<file path="src/rtl/mem_bus_master.sv">
// Processor-side initiator for the word-addressable memory bus.
// Issues one load/store at a time, waits for MFC, then returns the bus to high-Z.
module mem_bus_master #(
  parameter int TIMEOUT_CYCLES = 4096,
  parameter int TIMER_WIDTH    = 16
) (
  input  logic        Clock,
  input  logic        Reset,
  input  logic        Req_Valid,
  input  logic        Req_Write,
  input  logic [31:0] Req_Address,
  input  logic [31:0] Req_WriteData,
  output logic        Req_Ready,
  output logic        Resp_Valid,
  output logic [31:0] Resp_ReadData,
  output logic        Resp_Error,
  output logic        Resp_Timeout,
  output logic        Busy,
  output logic [31:0] MEM_Address,
  output logic [31:0] MEM_Data_In,
  output logic [1:0]  MEM_r_w_z_z,
  input  logic [31:0] MEM_Data_Out,
  input  logic        MEM_MFC,
  input  logic        MEM_ERROR
);

  localparam logic [1:0] IDLE    = 2'd0;
  localparam logic [1:0] ACCESS  = 2'd1;
  localparam logic [1:0] RELEASE = 2'd2;

  localparam logic [1:0] BUS_READ  = 2'b00;
  localparam logic [1:0] BUS_IDLE  = 2'b10;

  localparam logic [TIMER_WIDTH-1:0] TIMER_LAST = TIMER_WIDTH'(TIMEOUT_CYCLES - 1);

  logic [1:0]             state_q, state_d;
  logic [TIMER_WIDTH-1:0] timer_q, timer_d;
  logic [31:0]            addr_q, addr_d;
  logic [31:0]            wdata_q, wdata_d;
  logic [1:0]             rwzz_q, rwzz_d;
  logic [31:0]            rdata_q, rdata_d;
  logic                   err_q, err_d;
  logic                   tmo_q, tmo_d;
  logic                   rvalid_q, rvalid_d;

  always_comb begin
    state_d  = state_q;
    timer_d  = timer_q;
    addr_d   = addr_q;
    wdata_d  = wdata_q;
    rwzz_d   = rwzz_q;
    rdata_d  = rdata_q;
    err_d    = err_q;
    tmo_d    = tmo_q;
    rvalid_d = 1'b0;

    case (state_q)
      IDLE: begin
        if (Req_Valid) begin
          addr_d = Req_Address;
          if (Req_Write) begin
            wdata_d = Req_WriteData;
          end
          rwzz_d  = {1'b0, Req_Write};
          err_d   = 1'b0;
          tmo_d   = 1'b0;
          timer_d = '0;
          state_d = ACCESS;
        end
      end

      // Error beats MFC; every exit path drops the bus to high-Z and restarts the timer.
      ACCESS: begin
        if (MEM_ERROR) begin
          err_d   = 1'b1;
          rwzz_d  = BUS_IDLE;
          timer_d = '0;
          state_d = RELEASE;
        end else if (MEM_MFC) begin
          if (rwzz_q == BUS_READ) begin
            rdata_d = MEM_Data_Out;
          end
          rwzz_d  = BUS_IDLE;
          timer_d = '0;
          state_d = RELEASE;
        end else if (timer_q == TIMER_LAST) begin
          tmo_d   = 1'b1;
          rwzz_d  = BUS_IDLE;
          timer_d = '0;
          state_d = RELEASE;
        end else begin
          timer_d = timer_q + 1'b1;
        end
      end

      // Wait for the memory to drop MFC/ERROR before reporting completion.
      RELEASE: begin
        if (!MEM_MFC && !MEM_ERROR) begin
          rvalid_d = 1'b1;
          state_d  = IDLE;
        end else if (timer_q == TIMER_LAST) begin
          tmo_d    = 1'b1;
          rvalid_d = 1'b1;
          state_d  = IDLE;
        end else begin
          timer_d = timer_q + 1'b1;
        end
      end

      default: begin
        state_d = IDLE;
        rwzz_d  = BUS_IDLE;
        timer_d = '0;
      end
    endcase
  end

  always_ff @(posedge Clock or posedge Reset) begin
    if (Reset) begin
      state_q  <= IDLE;
      timer_q  <= '0;
      addr_q   <= '0;
      wdata_q  <= '0;
      rwzz_q   <= BUS_IDLE;
      rdata_q  <= '0;
      err_q    <= 1'b0;
      tmo_q    <= 1'b0;
      rvalid_q <= 1'b0;
    end else begin
      state_q  <= state_d;
      timer_q  <= timer_d;
      addr_q   <= addr_d;
      wdata_q  <= wdata_d;
      rwzz_q   <= rwzz_d;
      rdata_q  <= rdata_d;
      err_q    <= err_d;
      tmo_q    <= tmo_d;
      rvalid_q <= rvalid_d;
    end
  end

  assign Req_Ready     = (state_q == IDLE);
  assign Busy          = (state_q != IDLE);
  assign Resp_Valid    = rvalid_q;
  assign Resp_ReadData = rdata_q;
  assign Resp_Error    = err_q;
  assign Resp_Timeout  = tmo_q;
  assign MEM_Address   = addr_q;
  assign MEM_Data_In   = wdata_q;
  assign MEM_r_w_z_z   = rwzz_q;

endmodule

</file>
<file path="config.mk">
export PLATFORM = sky130hd
export DESIGN_NAME = mem_bus_master
export DESIGN_NICKNAME = d
export VERILOG_FILES = /design/src/rtl/mem_bus_master.sv
export SDC_FILE = /design/constraint.sdc
export NUM_CORES = 1
export LEC_CHECK = 0
export ABC_AREA = 1
export CORE_AREA = 10 10 124 126
export DETAILED_ROUTE_END_ITERATION = 8
export DIE_AREA = 0 0 134 136
export PLACE_DENSITY = 0.8
export SLEW_MARGIN = 20
export SYNTH_ARGS = -nofsm -noshare
export SYNTH_HDL_FRONTEND = slang
export SYNTH_SLANG_ARGS = --single-unit
</file>
<file path="constraint.sdc">
create_clock -name Clock -period 5.1 [get_ports Clock]
set_input_delay 0.765 -clock Clock [delete_from_list [all_inputs] [get_ports Clock]]
set_output_delay 0.765 -clock Clock [all_outputs]
set_load 0.02 [all_outputs]
</file>
==> results of run 1 <==
==> cell type report <==
class	instances	area share
Clock buffer	24	0.06282
Clock inverter	7	0.01159
Inverter	41	0.01990
Multi-Input combinational cell	335	0.2466
Sequential cell	119	0.3730
Tap cell	176	0.02757
Timing Repair Buffer	207	0.2585
==> worst paths after layout <==
check	slack, ps	endpoint	cells after the start
max in group asynchronous	3290	Resp_ReadData[5]	3
setup / recovery	2330	MEM_Data_In[0]	6
setup reg to reg	2350	MEM_Data_In[0]	7
hold / removal	480	MEM_Address[23]	2
hold reg to reg	480	MEM_Address[23]	2
min in group asynchronous	860	MEM_Address[4]	2
==> routing by layer <==
layer | vias to the layer above | wire length, um | global-route usage
li1 | 2062 | - | -
met1 | 1986 | 5769 | 0.1840
met4 | 0 | 210 | 0.06409
met5 | - | 0 | 0
met2 | 158 | 7567 | 0.2784
met3 | 15 | 1429 | 0.08081
==> worst reg2reg max path: stages (launching register included) <==
cell and delay [ps]:
dfrtp_1 390, inv_1 80, ha_1 290, nand2_2 500, inv_2 410, nand2_1 160
buf_4 380, mux2_2 410
==> power breakdown <==
| part | total, W | switching (W) | internal [W] |
|---|---|---|---|
| Clock | 0.00118 | 0.000403 | 0.000778 |
| Sequential | 0.00157 | 0.000220 | 0.00135 |
| Combinational | 0.00219 | 0.00114 | 0.00104 |
| Total | 0.00494 | 0.00177 | 0.00317 |
==> synth_stat cells <==
library cell | instances | area (um2)
a21oi_1 | 1 | 5.000
dfrtp_1 | 118 | 2953
nand4_1 | 8 | 50.05
o21ai_0 | 6 | 30.03
inv_2 | 5 | 18.77
xor2_1 | 2 | 17.52
nor3_1 | 3 | 15.01
dfstp_2 | 1 | 26.28
buf_2 | 6 | 30.03
mux2_2 | 58 | 653.1
nor2_1 | 25 | 93.84
clkbuf_1 | 6 | 22.52
a21oi_4 | 1 | 16.27
buf_6 | 2 | 22.52
nand2_1 | 166 | 623.1
nand2_2 | 7 | 43.79
inv_1 | 36 | 135.1
ha_1 | 5 | 62.56
buf_1 | 2 | 7.510
nand3_2 | 1 | 10.01
mux2_1 | 6 | 67.56
nor2_2 | 4 | 25.02
nand3_1 | 27 | 135.1
buf_4 | 1 | 7.510
nor2_4 | 1 | 11.26
nor4_1 | 1 | 6.260
nand3b_1 | 1 | 7.510
o31ai_1 | 1 | 7.510
nand2_4 | 5 | 56.30
o21ai_1 | 6 | 30.03
==> state kept, by name (all words and copies together) (netlist names) <==
name and count:
Resp_Timeout 1, Resp_ReadData 32, Resp_Valid 1, state_q 2, timer_q 16, MEM_Address 32, MEM_Data_In 32, Resp_Error 1
MEM_r_w_z_z 2
==> through the flow <==
stage	power (W)	instances	cell area, um2	hold WS, ps	setup WS, ps
after floorplan	0.002673	512	5190	490.8	1179
after global placement	0.003734	878	7387	460.5	1544
after detailed placement	0.003796	878	7387	464.6	1467
after CTS	0.005008	909	7981	485.8	1877
after global routing	0.005218	909	7986	510.4	2112
final	0.004936	909	7986	482.8	2327
==> logic make-up (layout without fill, tap and decap cells) <==
logic type	Yosys count	count (layout)	share of synthesized area
mux	64	64	0.1389
fa+ha+maj	5	5	0.01205
xor+xnor	2	2	0.003376
flops	119	119	0.5740
simple gates	249	249	0.2076
compound gates	15	15	0.01712
buf+inv	58	279	0.04701
==> results.md, run 1 <==
- Sequential Area: 0.002979 mm2
- CTS buffer count: 17
- Synthesized cell area: just over 0.005 mm2
- CP Class: in2reg
- Initial core utilization: 0.3998
- CP Cell Sequence: clkdlybuf4s50_1 > nand2_2 > inv_2 > nand2_1 > buf_4 > mux2_2
- Area of the multi-input gates: slightly below 0.002 mm2
- Post-cts resize count: 0
- Crit path buf inv count: 3
- Antenna violations before repair: 0
- Fin. Hold Viols: 0
- Worst Clk Skew: between 7 and 8 ps
- Width of the die: 134 um
- Max FO, Critical Path: 34
- Pins Over Slew Limit: 0
- Drt via density: roughly 4.6
- Top cell family by delay on the critical path: buffers and inverters
- Hold buffer count at CTS: 0
- Post-Route WL: roughly 15000 um
- Vias: 4221
- CTS root buf: clkbuf_16
- Bufs on Longest Clock Path: 2
- Drt pass-1 iters: 5
- Yosys warns: 0
- Number of max-cap violations: 0
- Pin count of the biggest net entering global routing: between 80 and 90
- Synth Register Bits: between 100 and 150
- Critical path required time: 5390 ps
- WL/cell: 16.48 um
- Pleak: between 3 and 4 nW
- Relative slew slack: 0.5184
- DR DRC count: 0
- NumNets Final: roughly 830
- Total clock sinks: 119
- CP Capture Type: flop
- First-pass GRT wire length: 24030 um
- Syn Nets: 619
- Crit share post-route: 0.5437
- I/O Buffers: 204
- Setup Fix Bufs, Post-CTS: 0
- Post-synth cell types: 30
- Filler cells: 1063
- Vias in the first global route: ~4600
- Cells after Synth: between 500 and 600
- Maximum vdd drop: between 0.3 and 0.4 mV
- Fin crit period: 2773 ps
- RSZ-0062 raised after global routing: false
- Worst R2R Start: state_q[0]
- Critical Path Start: Req_Valid
- Worst min path class: reg2reg
- Die Area: 0.01822 mm2
- Dpl hpwl: between 10000 and 15000 um
- All-Layer GR Usage: 0.1682
- Clock Latency Late Sink: just over 400 ps
- Setup violators final: 0
- Status: finished, final reports clean
- Worst-Margin Slew: 722.4 ps
- Power Density: around 620 mW/mm2
- Routed Antenna Nets: 0
- Site Rows: 42
- Diodes inserted: 0
- Register area share after synthesis: 0.5740
- Min-Delay Startpoint: MEM_Address[23]
- Mean post-synth cell area: just over 10 um2
- Crit-path max cell delay: a little under 500 ps
- Htree depth: 4
- Share of cells above drive strength 1: 0.1596
- Detailed router's first-iteration violation count: around 160
- Grt total ovfl: 0
- Fin util: 0.6153
- Commonest non-fill, non-tap cell in the layout: clkdlybuf4s50_1
- CTS tree: built
- Core ar.: roughly 0.013 mm2
- Critical Path AT: between 3000 and 4000 ps
- Die Y-Extent: 136 um
- Max Freq: 360.6 MHz
- IO Count: 205
- Most frequent cells in the layout: clkdlybuf4s50_1 (204), nand2_1 (165), dfrtp_1 (118), mux2_2 (58), inv_1 (35)
- Clk slew on worst S/H paths: 50 ps
- Worst path slowest cell: nand2_2
- Startpoint class of the critical path: input port
- Placer Congestion: roughly 0.9
- Layout overhead on the synthesized area: 53.88%
- TNS Setup: 0 ps
(Power assumes the default switching activity.)
==> inputs of run 2 (changes only) <==
--- a/config.mk
+++ b/config.mk
@@ -6,9 +6,9 @@
 export NUM_CORES = 1
 export LEC_CHECK = 0
 export ABC_AREA = 1
-export CORE_AREA = 10 10 124 126
+export CORE_AREA = 10 10 127 129
 export DETAILED_ROUTE_END_ITERATION = 8
-export DIE_AREA = 0 0 134 136
+export DIE_AREA = 0 0 137 139
 export PLACE_DENSITY = 0.8
 export SLEW_MARGIN = 20
 export SYNTH_ARGS = -nofsm -noshare
==> constraint.sdc (replaced) <==
create_clock -name Clock -period 2.3 [get_ports Clock]
set_input_delay 0.345 -clock Clock [delete_from_list [all_inputs] [get_ports Clock]]
set_output_delay 0.345 -clock Clock [all_outputs]
set_load 0.02 [all_outputs]
==> run 2 against run 1 <==
Against the previous run: sequential share of layout area fell by 0.076 points; die area rose by 4.5%; utilization fell by 3.0 points; worst setup slack got worse by 2200 ps; first-iteration DRC count rose by 31%; wire length rose by 3.0%; final cell count rose by 0.66%; sequential cell count did not move; via count rose by 3.0%; clock power rose by 110%; final area rose by 0.20%; count of clock-buffer cells in the layout did not move; highest routed layer unchanged.
==> results.md, run 2 (same netlist as run 1, synthesis figures left out) <==
- All-Layer GR Usage: 0.1660
- Sequential Area: 0.002979 mm2
- Status: finished, final reports clean
- Site Rows: 43
- Crit-path max cell delay: 670 ps
- CP Class: reg2out
- Detailed router's first-iteration violation count: between 200 and 250
- Routed Antenna Nets: 0
- Relative slew slack: 0.5700
- Critical Path AT: roughly 1800 ps
- Initial core utilization: 0.3798
- DR DRC count: 0
- Max FO, Critical Path: 4
- Fin util: 0.5856
- Worst min path class: in2async
- Grt total ovfl: 0
- CTS root buf: clkbuf_16
- Antenna violations before repair: 0
- Area of the multi-input gates: 0.001967 mm2
- Worst path slowest cell: clkdlybuf4s50_1
- Critical path required time: 1960 ps
- Maximum vdd drop: 0.8263 mV
- Startpoint class of the critical path: flop
- Vias: roughly 4300
- Dpl hpwl: approximately 12000 um
- RSZ-0062 raised after global routing: false
- Clk slew on worst S/H paths: about 50 ps
- Filler cells: between 1000 and 1500
- Drt pass-1 iters: 6
- Post-Route WL: roughly 15000 um
- Width of the die: ~140 um
- Layout overhead on the synthesized area: 54.19%
- Htree depth: 4
- Bufs on Longest Clock Path: 2
- Core ar.: 0.01367 mm2
- Share of cells above drive strength 1: 0.1605
- CP Cell Sequence: inv_1 > ha_1 > clkdlybuf4s50_1
- Worst-Margin Slew: ~650 ps
- Worst Clk Skew: 8.103 ps
- Pins Over Slew Limit: 0
- Pin count of the biggest net entering global routing: 120
- Commonest non-fill, non-tap cell in the layout: clkdlybuf4s50_1
- First-pass GRT wire length: around 25000 um
- Max Freq: roughly 460 MHz
- Placer Congestion: 0.8723
- Die Y-Extent: 139 um
- Setup violators final: 0
- NumNets Final: 830
- Pleak: around 3.7 nW
- CP Capture Type: primary output
- Fin crit period: roughly 2200 ps
- Total clock sinks: around 120
- Clock Latency Late Sink: between 400 and 500 ps
- Drt via density: 4.751
- Number of max-cap violations: 0
- CTS tree: built
- Power Density: 1359 mW/mm2
- Vias in the first global route: ~4600
- Diodes inserted: 0
- Most frequent cells in the layout: clkdlybuf4s50_1 (203), nand2_1 (166), dfrtp_1 (118), mux2_2 (58), inv_1 (35)
- WL/cell: 16.86 um
- TNS Setup: 0 ps
- Crit share post-route: 0.9404
- Die Area: roughly 0.019 mm2
- IO Count: roughly 200
- Fin. Hold Viols: 0
- CTS buffer count: 17
- I/O Buffers: 204
-- run 2: cell types whose count changed in the layout (fill, tap and decap cells not counted) --
cell	previous run	this run
clkinv_4	0	1
clkinv_2	2	3
nand2_1	165	166
clkdlybuf4s50_1	204	203
inv_6	1	0
buf_12	0	2
bufinv_16	2	1
nand2_2	8	7
dlygate4sd2_1	0	1
-- run 2: what timing repair did --
action                     in CTS  in global routing
setup endpoints to repair       1                  0
buffers inserted                0                  0
gates resized for setup         1                  0
hold buffers                    0                  0
-- run 2: cell type report --
cell class                 instances  share of cell area
timing repair buffer             209              0.2628
inverter                          41             0.01970
clock inverter                     7            0.008599
multi-input combinational        335              0.2458
sequential                       119              0.3723
clock buffer                      24             0.06270
tap                              180             0.02814
-- run 2: per-stage QoR --
stage                     total power [W]  hold slack (ps)  cells  setup slack, ps  instance area (um2)
after floorplan                  0.005928            454.6    512            429.2                 5194
after global placement           0.008291            460.7    884            387.4                 7433
after detailed placement         0.008423            465.1    884            325.2                 7433
after CTS                         0.01101            453.6    915            103.3                 8003
after global routing              0.01149            465.7    915            22.08                 8003
final                             0.01088            462.3    915            137.0                 8003
-- run 2: metal layers --
layer  share of wire  global-route usage
met1            0.37              0.1775
met3            0.12             0.08659
met4           0.017             0.06437
met5               0                   0
met2            0.49              0.2699
-- run 2: worst max-delay path: cells and delay by family, from the launching register on --
family	cells	cell delay, ps
DFF	1	410
adders and majority gates	1	230
buffers and inverters	2	770
-- run 2: power by group --
| part | switching [W] | internal [W] |
|---|---|---|
| clock | 0.000912 | 0.00162 |
| combinational | 0.00254 | 0.00233 |
| sequential | 0.000497 | 0.00299 |
-- run 2: path summary, 6_finish.rpt --
path	start	to	slack [ps]	cells after the start
max	state_q[0]	Req_Ready	140	3
min	Reset	MEM_Address[26]	460	3
max reg2reg	state_q[0]	timer_q[1]	370	9
min reg2reg	MEM_Address[2]	MEM_Address[2]	470	2
max in group asynchronous	Reset	Resp_ReadData[9]	1320	3
min in group Clock	Req_Address[29]	MEM_Address[29]	470	3
==> inputs of run 3 (changes only) <==
--- a/config.mk
+++ b/config.mk
@@ -6,6 +6,7 @@
 export NUM_CORES = 1
 export LEC_CHECK = 0
 export ABC_AREA = 1
+export CAP_MARGIN = 0
 export CORE_AREA = 10 10 127 129
 export DETAILED_ROUTE_END_ITERATION = 8
 export DIE_AREA = 0 0 137 139
==> results of run 3 <==
Same layout as run 2: the final DEF is identical, and so are final timing and power.
